$ cat src/rtl/me_block_loader.sv
// me_block_loader
//   Streams one 16x16 reference block followed by one 31x31 search window
//   into two pixel memories, waits a fixed number of idle cycles, then runs
//   the motion estimation core until it reports done (or the host aborts).
//
// Ports
//   in_clk, in_rst_n          clock (rising edge), asynchronous active-low reset
//   in_start                  begin a load-and-run sequence (honoured in IDLE only)
//   in_abort                  cancel the current sequence (non-IDLE states)
//   in_pix_valid/in_pix_data  pixel stream: RB pixels, then SW pixels, raster order
//   out_pix_ready             high while loading; beat accepted on valid & ready
//   out_rb_write_*            reference block memory write port (registered)
//   out_sw_write_*            search window memory write port (registered)
//   out_me_enable             enable to the motion estimation core
//   in_me_done, in_min_sad    core completion and its minimum SAD
//   out_min_sad               SAD captured on completion
//   out_done                  one-cycle completion pulse
//   out_run_cycles            cycles out_me_enable was high in the last/current run
module me_block_loader #(
  parameter int DATA_WIDTH      = 8,
  parameter int RB_MEMORY_DEPTH = 256,
  parameter int SW_MEMORY_DEPTH = 961,
  parameter int MAX_DATA_WIDTH  = 16,
  parameter int GAP_CYCLES      = 2
) (
  input  logic                               in_clk,
  input  logic                               in_rst_n,
  input  logic                               in_start,
  input  logic                               in_abort,
  input  logic                               in_pix_valid,
  input  logic [DATA_WIDTH-1:0]              in_pix_data,
  output logic                               out_pix_ready,
  output logic                               out_rb_write_en,
  output logic [$clog2(RB_MEMORY_DEPTH)-1:0] out_rb_write_addr,
  output logic [DATA_WIDTH-1:0]              out_rb_write_data,
  output logic                               out_sw_write_en,
  output logic [$clog2(SW_MEMORY_DEPTH)-1:0] out_sw_write_addr,
  output logic [DATA_WIDTH-1:0]              out_sw_write_data,
  output logic                               out_me_enable,
  input  logic                               in_me_done,
  input  logic [MAX_DATA_WIDTH-1:0]          in_min_sad,
  output logic [MAX_DATA_WIDTH-1:0]          out_min_sad,
  output logic                               out_done,
  output logic [31:0]                        out_run_cycles
);

  localparam int RB_AW = $clog2(RB_MEMORY_DEPTH);
  localparam int SW_AW = $clog2(SW_MEMORY_DEPTH);
  localparam int CNT_W = (RB_AW > SW_AW) ? RB_AW : SW_AW;
  localparam int GAP_W = (GAP_CYCLES > 0) ? $clog2(GAP_CYCLES + 1) : 1;

  typedef enum logic [2:0] {
    S_IDLE,
    S_LOAD_RB,
    S_LOAD_SW,
    S_GAP,
    S_RUN
  } state_t;

  state_t             state;
  state_t             state_next;
  logic [CNT_W-1:0]   beat_cnt;
  logic [GAP_W-1:0]   gap_cnt;
  logic               accept;
  logic               rb_last;
  logic               sw_last;
  logic               gap_over;
  logic               finish;

  // Ready and enable are pure state decodes, so an asynchronous reset of the
  // state register drops them immediately without waiting for a clock edge.
  assign out_pix_ready = (state == S_LOAD_RB) || (state == S_LOAD_SW);
  assign out_me_enable = (state == S_RUN);

  // A beat presented in the abort cycle is discarded.
  assign accept   = out_pix_ready && in_pix_valid && !in_abort;
  assign rb_last  = (beat_cnt == CNT_W'(RB_MEMORY_DEPTH - 1));
  assign sw_last  = (beat_cnt == CNT_W'(SW_MEMORY_DEPTH - 1));
  // GAP is entered on the cycle the final SW write is visible; counting up to
  // GAP_CYCLES there leaves exactly GAP_CYCLES idle cycles before RUN.
  assign gap_over = (gap_cnt == GAP_W'(GAP_CYCLES));
  // Abort has priority over a simultaneous core completion.
  assign finish   = (state == S_RUN) && in_me_done && !in_abort;

  // NOTE: state and datapath registers use non-blocking assignments so every
  // flop samples the pre-edge values regardless of statement order.
  always_ff @(posedge in_clk or negedge in_rst_n) begin
    if (!in_rst_n) begin
      state <= S_IDLE;
    end else begin
      state <= state_next;
    end
  end

  // NOTE: state_next takes a default before the case so no path through the
  // block leaves it unassigned, which would otherwise infer a latch.
  always_comb begin
    state_next = state;
    unique case (state)
      S_IDLE: begin
        if (in_start) state_next = S_LOAD_RB;
      end
      S_LOAD_RB: begin
        if (in_abort)              state_next = S_IDLE;
        else if (accept && rb_last) state_next = S_LOAD_SW;
      end
      S_LOAD_SW: begin
        if (in_abort)              state_next = S_IDLE;
        else if (accept && sw_last) state_next = S_GAP;
      end
      S_GAP: begin
        if (in_abort)      state_next = S_IDLE;
        else if (gap_over) state_next = S_RUN;
      end
      S_RUN: begin
        if (in_abort || in_me_done) state_next = S_IDLE;
      end
      default: state_next = S_IDLE;
    endcase
  end

  // Beat index within the memory currently being loaded, and the GAP timer.
  always_ff @(posedge in_clk or negedge in_rst_n) begin
    if (!in_rst_n) begin
      beat_cnt <= '0;
      gap_cnt  <= '0;
    end else begin
      if (state == S_IDLE) begin
        if (in_start) beat_cnt <= '0;
      end else if (accept) begin
        if ((state == S_LOAD_RB && rb_last) || (state == S_LOAD_SW && sw_last)) begin
          beat_cnt <= '0;
        end else begin
          beat_cnt <= beat_cnt + CNT_W'(1);
        end
      end

      if (state == S_GAP) gap_cnt <= gap_cnt + GAP_W'(1);
      else                gap_cnt <= '0;
    end
  end

  // Registered memory write ports: one write per accepted beat, one cycle
  // later. Only one load state is active at a time, so the two ports can
  // never be enabled together.
  always_ff @(posedge in_clk or negedge in_rst_n) begin
    if (!in_rst_n) begin
      out_rb_write_en   <= 1'b0;
      out_rb_write_addr <= '0;
      out_rb_write_data <= '0;
      out_sw_write_en   <= 1'b0;
      out_sw_write_addr <= '0;
      out_sw_write_data <= '0;
    end else begin
      out_rb_write_en <= accept && (state == S_LOAD_RB);
      out_sw_write_en <= accept && (state == S_LOAD_SW);
      if (accept && state == S_LOAD_RB) begin
        out_rb_write_addr <= beat_cnt[RB_AW-1:0];
        out_rb_write_data <= in_pix_data;
      end
      if (accept && state == S_LOAD_SW) begin
        out_sw_write_addr <= beat_cnt[SW_AW-1:0];
        out_sw_write_data <= in_pix_data;
      end
    end
  end

  // Run statistics and result capture.
  always_ff @(posedge in_clk or negedge in_rst_n) begin
    if (!in_rst_n) begin
      out_run_cycles <= '0;
      out_min_sad    <= '0;
      out_done       <= 1'b0;
    end else begin
      out_done <= finish;
      if (finish) out_min_sad <= in_min_sad;

      if (state == S_IDLE && in_start) begin
        out_run_cycles <= '0;
      end else if (state == S_RUN && out_run_cycles != 32'hFFFF_FFFF) begin
        out_run_cycles <= out_run_cycles + 32'd1;
      end
    end
  end

endmodule
$ cat config.mk
export PLATFORM = sky130hd
export DESIGN_NAME = me_block_loader
export DESIGN_NICKNAME = d
export VERILOG_FILES = /design/src/rtl/me_block_loader.sv
export SDC_FILE = /design/constraint.sdc
export NUM_CORES = 1
export LEC_CHECK = 0
export CAP_MARGIN = 20
export CORE_ASPECT_RATIO = 2
export CORE_MARGIN = 2
export CORE_UTILIZATION = 45
export DETAILED_ROUTE_END_ITERATION = 16
export PLACE_DENSITY = 0.74
export RECOVER_POWER = 50
export SYNTH_ARGS = -nofsm -noshare
export SYNTH_HDL_FRONTEND = slang
export SYNTH_SLANG_ARGS = --single-unit
$ cat constraint.sdc
create_clock -name in_clk -period 1.9 [get_ports in_clk]
set_clock_uncertainty 0.1 [all_clocks]
set_input_delay 0.19 -clock in_clk [delete_from_list [all_inputs] [get_ports in_clk]]
set_output_delay 0.19 -clock in_clk [all_outputs]
set_load 0.005 [all_outputs]
==> flow_summary.rst, run 1 <==
.. list-table::
   :header-rows: 1

   * - Metric
     - Value
   * - Total via count after detailed routing
     - 4754
   * - Status
     - finished with violations
   * - Slowest cell on the critical path
     - sky130_fd_sc_hd__dfrtp_1
   * - Clk Latency, worst-skew pair
     - 340 ps
   * - Netlist area before placement
     - 4740 um^2
   * - Number of buffer cells added on primary ports
     - 116
   * - Clock tree from TritonCTS
     - yes
   * - Seq/Total Area, Yosys
     - 0.528
   * - FF-to-FF End
     - out_run_cycles[22]$_DFFE_PN0P_
   * - CTS HTree Levels
     - 3
   * - Library cell occupying the most area in the post-synthesis netlist
     - sky130_fd_sc_hd__dfrtp_1
   * - Post-route ant nets
     - 0
   * - Max-slew violations
     - 0
   * - Area share of the leading cell type in the synthesized netlist
     - 0.528
   * - YS warnings
     - 0
   * - Critical path launch point type
     - register
   * - Detailed Route WL
     - 15200 um
   * - Setup crit end
     - out_run_cycles[22]$_DFFE_PN0P_
   * - Design area
     - 7410 um^2
   * - Violated checks
     - negative setup slack
   * - Finish-stage setup viols
     - 4
   * - Clk root buf
     - sky130_fd_sc_hd__clkbuf_16
   * - Cell types with the largest area share after synthesis
     - sky130_fd_sc_hd__dfrtp_1 (53%), sky130_fd_sc_hd__nand2_1 (12%), sky130_fd_sc_hd__xnor2_1 (3.1%)
   * - Global-route wire length before repair
     - 23700 um
   * - Worst Setup End Kind
     - register
   * - Diodes inserted
     - 0
   * - Cell Pwr Density
     - 945 nW/um^2
   * - Tightest slew margin relative to the limit
     - 0.360
   * - Largest net degree at the start of global routing
     - 36
   * - Most frequent standard cell in the layout excluding fill and tap cells
     - sky130_fd_sc_hd__nand2_1
   * - IO Pins
     - 117
   * - First drt pass iteration count
     - 5
   * - Clock sink count
     - 100
   * - Number of antenna violations at the first check in global routing
     - 0
   * - Synth-to-layout area growth
     - 56.2%
   * - Worst VDD drop
     - 648 uV
   * - Min-delay worst type
     - input pin to register
   * - Average footprint of a synthesized cell
     - 9.45 um^2
   * - Min cycle time layout
     - 1920 ps
   * - Tot GR Track Use
     - 0.262
   * - MaxCap Viol Count
     - 0
   * - Count of cells along the worst register-to-register path
     - 6
   * - Worst-Margin Slew
     - 959 ps
   * - Final count of hold timing violations
     - 0
   * - Worst setup margin
     - -23.6 ps
   * - Number of enable flip-flop cells after synthesis
     - 0
   * - Filler instances
     - 770
   * - Layout cells sized above 1
     - 0.279
   * - Share of async-settable or async-resettable flops after synthesis
     - 1.00
   * - Clock-pin slew on the worst setup and hold paths
     - 70 ps
   * - Detail-routed via count per cell
     - 5.47
   * - Net count after synthesis
     - 536
   * - Cell family contributing the most delay on the critical path
     - simple AND/OR/NAND/NOR gates
   * - Setup slack on the worst flop-to-flop path
     - -20 ps
   * - Critical Path Stages
     - 6
   * - Register bit count reported by yosys
     - 100
   * - Residual overflow from global routing
     - 0
   * - Post-Syn Instances
     - 502
   * - Ratio of final minimum period to clock period
     - 1.01
   * - Timing startpoint of the critical path
     - out_run_cycles[15]$_DFFE_PN0P_
   * - Die outline area
     - 11400 um^2
   * - Arr. time, crit path
     - 2050 ps
   * - DR WL/cell
     - 17.5 um
   * - Critical path start-end classification
     - register to register
   * - Most instantiated flip-flop cell in the synthesis netlist
     - sky130_fd_sc_hd__dfrtp_1
   * - Critical Path Max Stage Delay
     - 380 ps
   * - Endpoint required time on the critical path
     - 2030 ps
   * - Critical Path, Cell by Cell
     - nand4_1 -> or2_4 -> buf_4 -> nor4_2 -> xnor2_1 -> nor2_1
   * - Die boundary width
     - 76.6 um
   * - Largest fanout of any net on the critical path
     - 5
   * - Static Leakage
     - 0.00345 uW
   * - Setup repair after global routing missed its margin
     - yes
   * - Crit path buffers/inverters
     - 1
   * - Number of DRC markers in iteration 0
     - 271
   * - Clock Tree Buf Depth
     - 2
   * - Vertical extent of the die
     - 149 um
   * - HPWL after DPL
     - 10800 um
   * - Post-layout power
     - 7000 uW
   * - Fmax
     - 520 MHz
   * - Row cnt
     - 53
   * - Unique cell type count in the Yosys netlist
     - 54
   * - GPL Wtd Cong
     - 0.966
   * - Vias in the first global route
     - 4954
   * - Placed cell areas
     - 6710 um^2
   * - Count of unresolved DRC violations after routing
     - 0
   * - Launching point of the worst reg2reg path
     - out_run_cycles[15]$_DFFE_PN0P_
   * - Initial Utilization
     - 0.456
   * - Highest-count cells in the layout ignoring fill and taps
     - sky130_fd_sc_hd__nand2_1 (146), sky130_fd_sc_hd__buf_4 (100), sky130_fd_sc_hd__clkdlybuf4s50_1 (99)
   * - Total Nets Final
     - 761
   * - Number of buffers inserted during clock tree synthesis
     - 9
   * - Placeable core area
     - 10400 um^2
-- worst min-delay path by stage --
| stage | startpoint | end | slack, ps | cells past startpoint |
|---|---|---|---|---|
| after global routing | in_min_sad[12] | out_min_sad[12]$_DFFE_PN0P_ | 280 | 3 |
| after global placement | in_rst_n | out_run_cycles[20]$_DFFE_PN0P_ | 90 | 1 |
| final | in_min_sad[9] | out_min_sad[9]$_DFFE_PN0P_ | 270 | 3 |
| after CTS | in_rst_n | out_run_cycles[22]$_DFFE_PN0P_ | 260 | 2 |
| after floorplan | in_rst_n | beat_cnt[0]$_DFFE_PN0P_ | -210 | 0 |
| after detailed placement | in_rst_n | out_run_cycles[20]$_DFFE_PN0P_ | 90 | 1 |
-- registers in the layout (all words and copies together) (netlist names), 3 cells and up --
name	count
beat_cnt	10
out_min_sad	16
out_rb_write_addr	8
out_rb_write_data	8
out_run_cycles	32
out_sw_write_addr	10
out_sw_write_data	8
state	3
-- synth_stat cells (all sizes together) (2+ instances only) --
master / number
a2111oi: 4
a211oi: 6
a21o: 5
a21oi: 14
a2bb2oi: 2
a31oi: 2
and2: 3
and3: 8
and4: 4
buf: 11
clkbuf: 9
clkinv: 2
dfrtp: 100
ha: 4
inv: 9
mux2: 6
mux2i: 2
nand2: 149
nand2b: 2
nand3: 19
nand3b: 3
nand4: 17
nor2: 32
nor2b: 2
nor3: 7
nor3b: 3
nor4: 8
o211ai: 4
o21ai: 20
o31ai: 5
or3: 8
or4: 5
xnor2: 17
-- worst min-delay path, stage by stage --
cell and delay, ps:
sky130_fd_sc_hd__clkdlybuf4s50_1 400, sky130_fd_sc_hd__nand2_1 50, sky130_fd_sc_hd__nand2_1 40
-- report_power, final --
part           internal [uW]  switching [uW]
sequential              2550             259
clock                    911             870
combinational           1320            1090
total                   4780            2220
-- metal layers --
layer	GRT usage	part of all wire
met5	0	0
met1	0.270	0.35
met2	0.498	0.56
met3	0.0418	0.036
met4	0.140	0.047
-- kinds of logic after synthesis --
group                    after synthesis  synth area share
AO/OA/AOI/OAI                         66            0.0947
XOR/XNOR                              18            0.0332
adder cells (fa/ha/maj)                4            0.0106
buffers and inverters                 31            0.0298
flip-flops                           100             0.528
multiplexers                           8            0.0185
AND/OR/NAND/NOR                      275             0.286
-- timing repair --
| action | 4_1_cts | 5_1_grt |
|---|---|---|
| resized for setup | 20 | 57 |
| hold buffers | 1 | 0 |
| buffers inserted | 6 | 12 |
| pin swaps | 7 | 21 |
| endpoints found under the setup margin | 27 | 52 |
| endpoints found under the hold margin | 31 | 0 |
| gates cloned | 1 | 1 |
-- layout make-up --
cell class	instances	area [um^2]	area share
clock buffers	9	225	0.0304
clock inverters	7	56.3	0.00760
inverters	11	45.0	0.00608
multi-input cells	372	2350	0.318
flip-flops and latches	100	2500	0.338
well taps	137	171	0.0231
repair buffers	233	2050	0.277
-- metrics by stage --
step                TNS, ps  hold WS [ps]  setup slack (ps)  cells   util
CTS                   -35.2           263             -16.3    856  0.683
floorplan                 0          -206              27.7    502      -
global placement       -593          88.3              -119    832  0.645
finish                -61.5           270             -23.6    869  0.712
detailed placement    -2550          92.0              -207    832  0.645
global route          -4080           276              -149    869  0.712
Power figures use the tool's default switching activity.
==> run 2, diff against run 1 <==
Settings changed: ABC_CLOCK_PERIOD_IN_PS from default to 1900.
==> results of run 2 <==
Final layout, timing and power as in run 1 (identical DEF).
==> run 3, diff against run 2 <==
Settings changed: CTS_BUF_LIST from default to sky130_fd_sc_hd__clkbuf_4, SLEW_MARGIN from default to 30.
==> run 3 against run 2 <==
Net effect:
- the run still ends with negative setup slack left
- cell area decreased by 0.14%
- non-clock buffer count increased by 13
- critical path depth increased by 2
- die area unchanged
- count of clock-buffer cells in the layout unchanged
- clock power decreased by 39%
- sequential share of layout area about the same
- register-to-register slack got worse by 20 ps
- sequential cell count unchanged
==> flow_summary.rst, run 3 (same netlist as run 1, synthesis figures left out) <==
.. list-table::
   :header-rows: 1

   * - Metric
     - Value
   * - Detail-routed via count per cell
     - 5.48
   * - Die outline area
     - 11400 um^2
   * - DR WL/cell
     - 17.5 um
   * - Synth-to-layout area growth
     - 56.0%
   * - Tot GR Track Use
     - 0.262
   * - Residual overflow from global routing
     - 0
   * - Relative contribution of combinational cells to total power
     - 0.387
   * - Worst-Margin Slew
     - 956 ps
   * - Finished Core Util
     - 0.711
   * - Status
     - finished with violations
   * - Vertical extent of the die
     - 149 um
   * - Arr. time, crit path
     - 2200 ps
   * - Top register by number of flip-flops
     - out_run_cycles
   * - Row cnt
     - 53
   * - Critical Path Max Stage Delay
     - 420 ps
   * - Internal Power
     - 4200 uW
   * - Clk Latency, worst-skew pair
     - 470 ps
   * - Clock Tree Buf Depth
     - 2
   * - Finish-stage setup viols
     - 7
   * - Endpoint required time on the critical path
     - 2160 ps
   * - Clock tree from TritonCTS
     - yes
   * - Setup crit end
     - out_run_cycles[19]$_DFFE_PN0P_
   * - Critical path launch point type
     - register
   * - Timing startpoint of the critical path
     - state[0]$_DFFE_PN0P_
   * - GPL Wtd Cong
     - 0.966
   * - Die boundary width
     - 76.6 um
   * - Violated checks
     - negative setup slack
   * - Static Leakage
     - 0.00362 uW
   * - Number of buffers inserted during clock tree synthesis
     - 9
   * - Total Nets Final
     - 774
   * - Number of flip-flops in the largest register
     - 32
   * - Total via count after detailed routing
     - 4836
   * - Global-route wire length before repair
     - 23700 um
   * - Setup slack on the worst flop-to-flop path
     - -40 ps
   * - Clock sink count
     - 100
   * - Setup repair after global routing missed its margin
     - yes
   * - Placeable core area
     - 10400 um^2
   * - Most frequent standard cell in the layout excluding fill and tap cells
     - sky130_fd_sc_hd__nand2_1
   * - Largest fanout of any net on the critical path
     - 5
   * - Sw Ratio
     - 0.338
   * - CTS HTree Levels
     - 3
   * - Slowest cell on the critical path
     - sky130_fd_sc_hd__dfrtp_1
   * - HPWL after DPL
     - 10800 um
   * - Largest registers in the final layout
     - out_run_cycles (32), out_min_sad (16)
   * - Number of DRC markers in iteration 0
     - 246
   * - Launching point of the worst reg2reg path
     - state[0]$_DFFE_PN0P_
   * - Initial Utilization
     - 0.456
   * - Number of antenna violations at the first check in global routing
     - 1
   * - Reg power frac
     - 0.442
   * - Clock group share of total power
     - 0.171
   * - Worst Setup End Kind
     - register
   * - Min cycle time layout
     - 1940 ps
   * - FF-to-FF End
     - out_run_cycles[19]$_DFFE_PN0P_
   * - Switching power total
     - 2140 uW
   * - Max-slew violations
     - 0
   * - Highest-count cells in the layout ignoring fill and taps
     - sky130_fd_sc_hd__nand2_1 (147), sky130_fd_sc_hd__buf_4 (107), sky130_fd_sc_hd__clkdlybuf4s50_1 (103)
   * - Origin of the worst min-delay path
     - in_min_sad[0]
   * - Detailed Route WL
     - 15500 um
   * - Number of buffer cells added on primary ports
     - 116
   * - Fmax
     - 514 MHz
   * - IO Pins
     - 117
   * - Tightest slew margin relative to the limit
     - 0.363
   * - Worst setup margin
     - -44.2 ps
   * - Count of unresolved DRC violations after routing
     - 0
   * - Final count of hold timing violations
     - 0
   * - Critical path start-end classification
     - register to register
   * - Count of cells along the worst register-to-register path
     - 8
   * - Critical Path, Cell by Cell
     - nor2_2 -> nand2_2 -> inv_2 -> buf_6 -> nand3_2 -> a2111oi_4 -> xnor2_1 -> nor2_1
   * - Min-delay worst type
     - input pin to register
   * - Layout cells sized above 1
     - 0.274
   * - Summed negative setup slack over all endpoints
     - -150 ps
   * - Largest net degree at the start of global routing
     - 36
   * - Clock-pin slew on the worst setup and hold paths
     - 170 ps
   * - Worst VDD drop
     - 769 uV
   * - Ratio of final minimum period to clock period
     - 1.02
   * - Cell Pwr Density
     - 857 nW/um^2
   * - MaxCap Viol Count
     - 0
   * - First drt pass iteration count
     - 6
   * - Vias in the first global route
     - 4954
   * - Post-route ant nets
     - 0
   * - Clk root buf
     - sky130_fd_sc_hd__clkbuf_4
## run 3: layout make-up
cell class | instances | area (um^2)
sequential | 100 | 2500
antenna | 1 | 2.50
tap | 137 | 171
timing repair buffer | 246 | 2190
inverter | 11 | 45.0
multi-input combinational | 372 | 2360
clock inverter | 7 | 56.3
fill | 791 | 3010
clock buffer | 9 | 67.6
## run 3: worst min-delay path by stage
stage / cells past startpoint / to / slack (ps)
final: 3 / out_min_sad[0]$_DFFE_PN0P_ / 120
after global routing: 3 / out_min_sad[12]$_DFFE_PN0P_ / 120
after CTS: 2 / beat_cnt[3]$_DFFE_PN0P_ / 110
after detailed placement: 1 / out_run_cycles[20]$_DFFE_PN0P_ / 90
after global placement: 1 / out_run_cycles[20]$_DFFE_PN0P_ / 90
after floorplan: 0 / beat_cnt[0]$_DFFE_PN0P_ / -210
## run 3: critical path: cells and delay by family, from the launching register on
family / cells / cell delay [ps]
simple gates: 4 / 540
flops: 1 / 420
compound gates: 1 / 400
buf+inv: 2 / 200
xor+xnor: 1 / 180
## run 3: timing repair
item                                   CTS  global route
setup endpoints to repair               30            56
setup buffers                           12            18
resized for setup                       29            55
hold buffers                             1             0
endpoints found under the hold margin   78             0
pin swaps                               10            20
cloned                                   2             1
## run 3: routing by layer
metal,vias to the layer above,share of wire,GRT usage
met4,0,0.043,0.152
li1,2211,-,-
met5,-,0,0
met2,194,0.56,0.494
met1,2375,0.36,0.269
met3,56,0.039,0.0424
## run 3: power groups by stage
| stage | clock, uW | combinational (uW) | sequential, uW |
|---|---|---|---|
| after floorplan | 0 | 718 | 2860 |
| after global placement | 0 | 2120 | 2820 |
| after detailed placement | 0 | 2200 | 2840 |
| after CTS | 1090 | 2340 | 2800 |
| after global routing | 1200 | 2660 | 2850 |
| final | 1080 | 2460 | 2810 |
## run 3: stage by stage
stage	worst slack (ps)	cell area, um^2	power, uW	std cells	hold slack [ps]
after floorplan	27.7	4740	3580	502	-206
after global placement	-119	6710	4940	832	88.3
after detailed placement	-207	6710	5030	832	92.0
after CTS	-65.5	7060	6240	863	113
after global routing	-120	7400	6710	883	116
final	-44.2	7400	6350	883	121
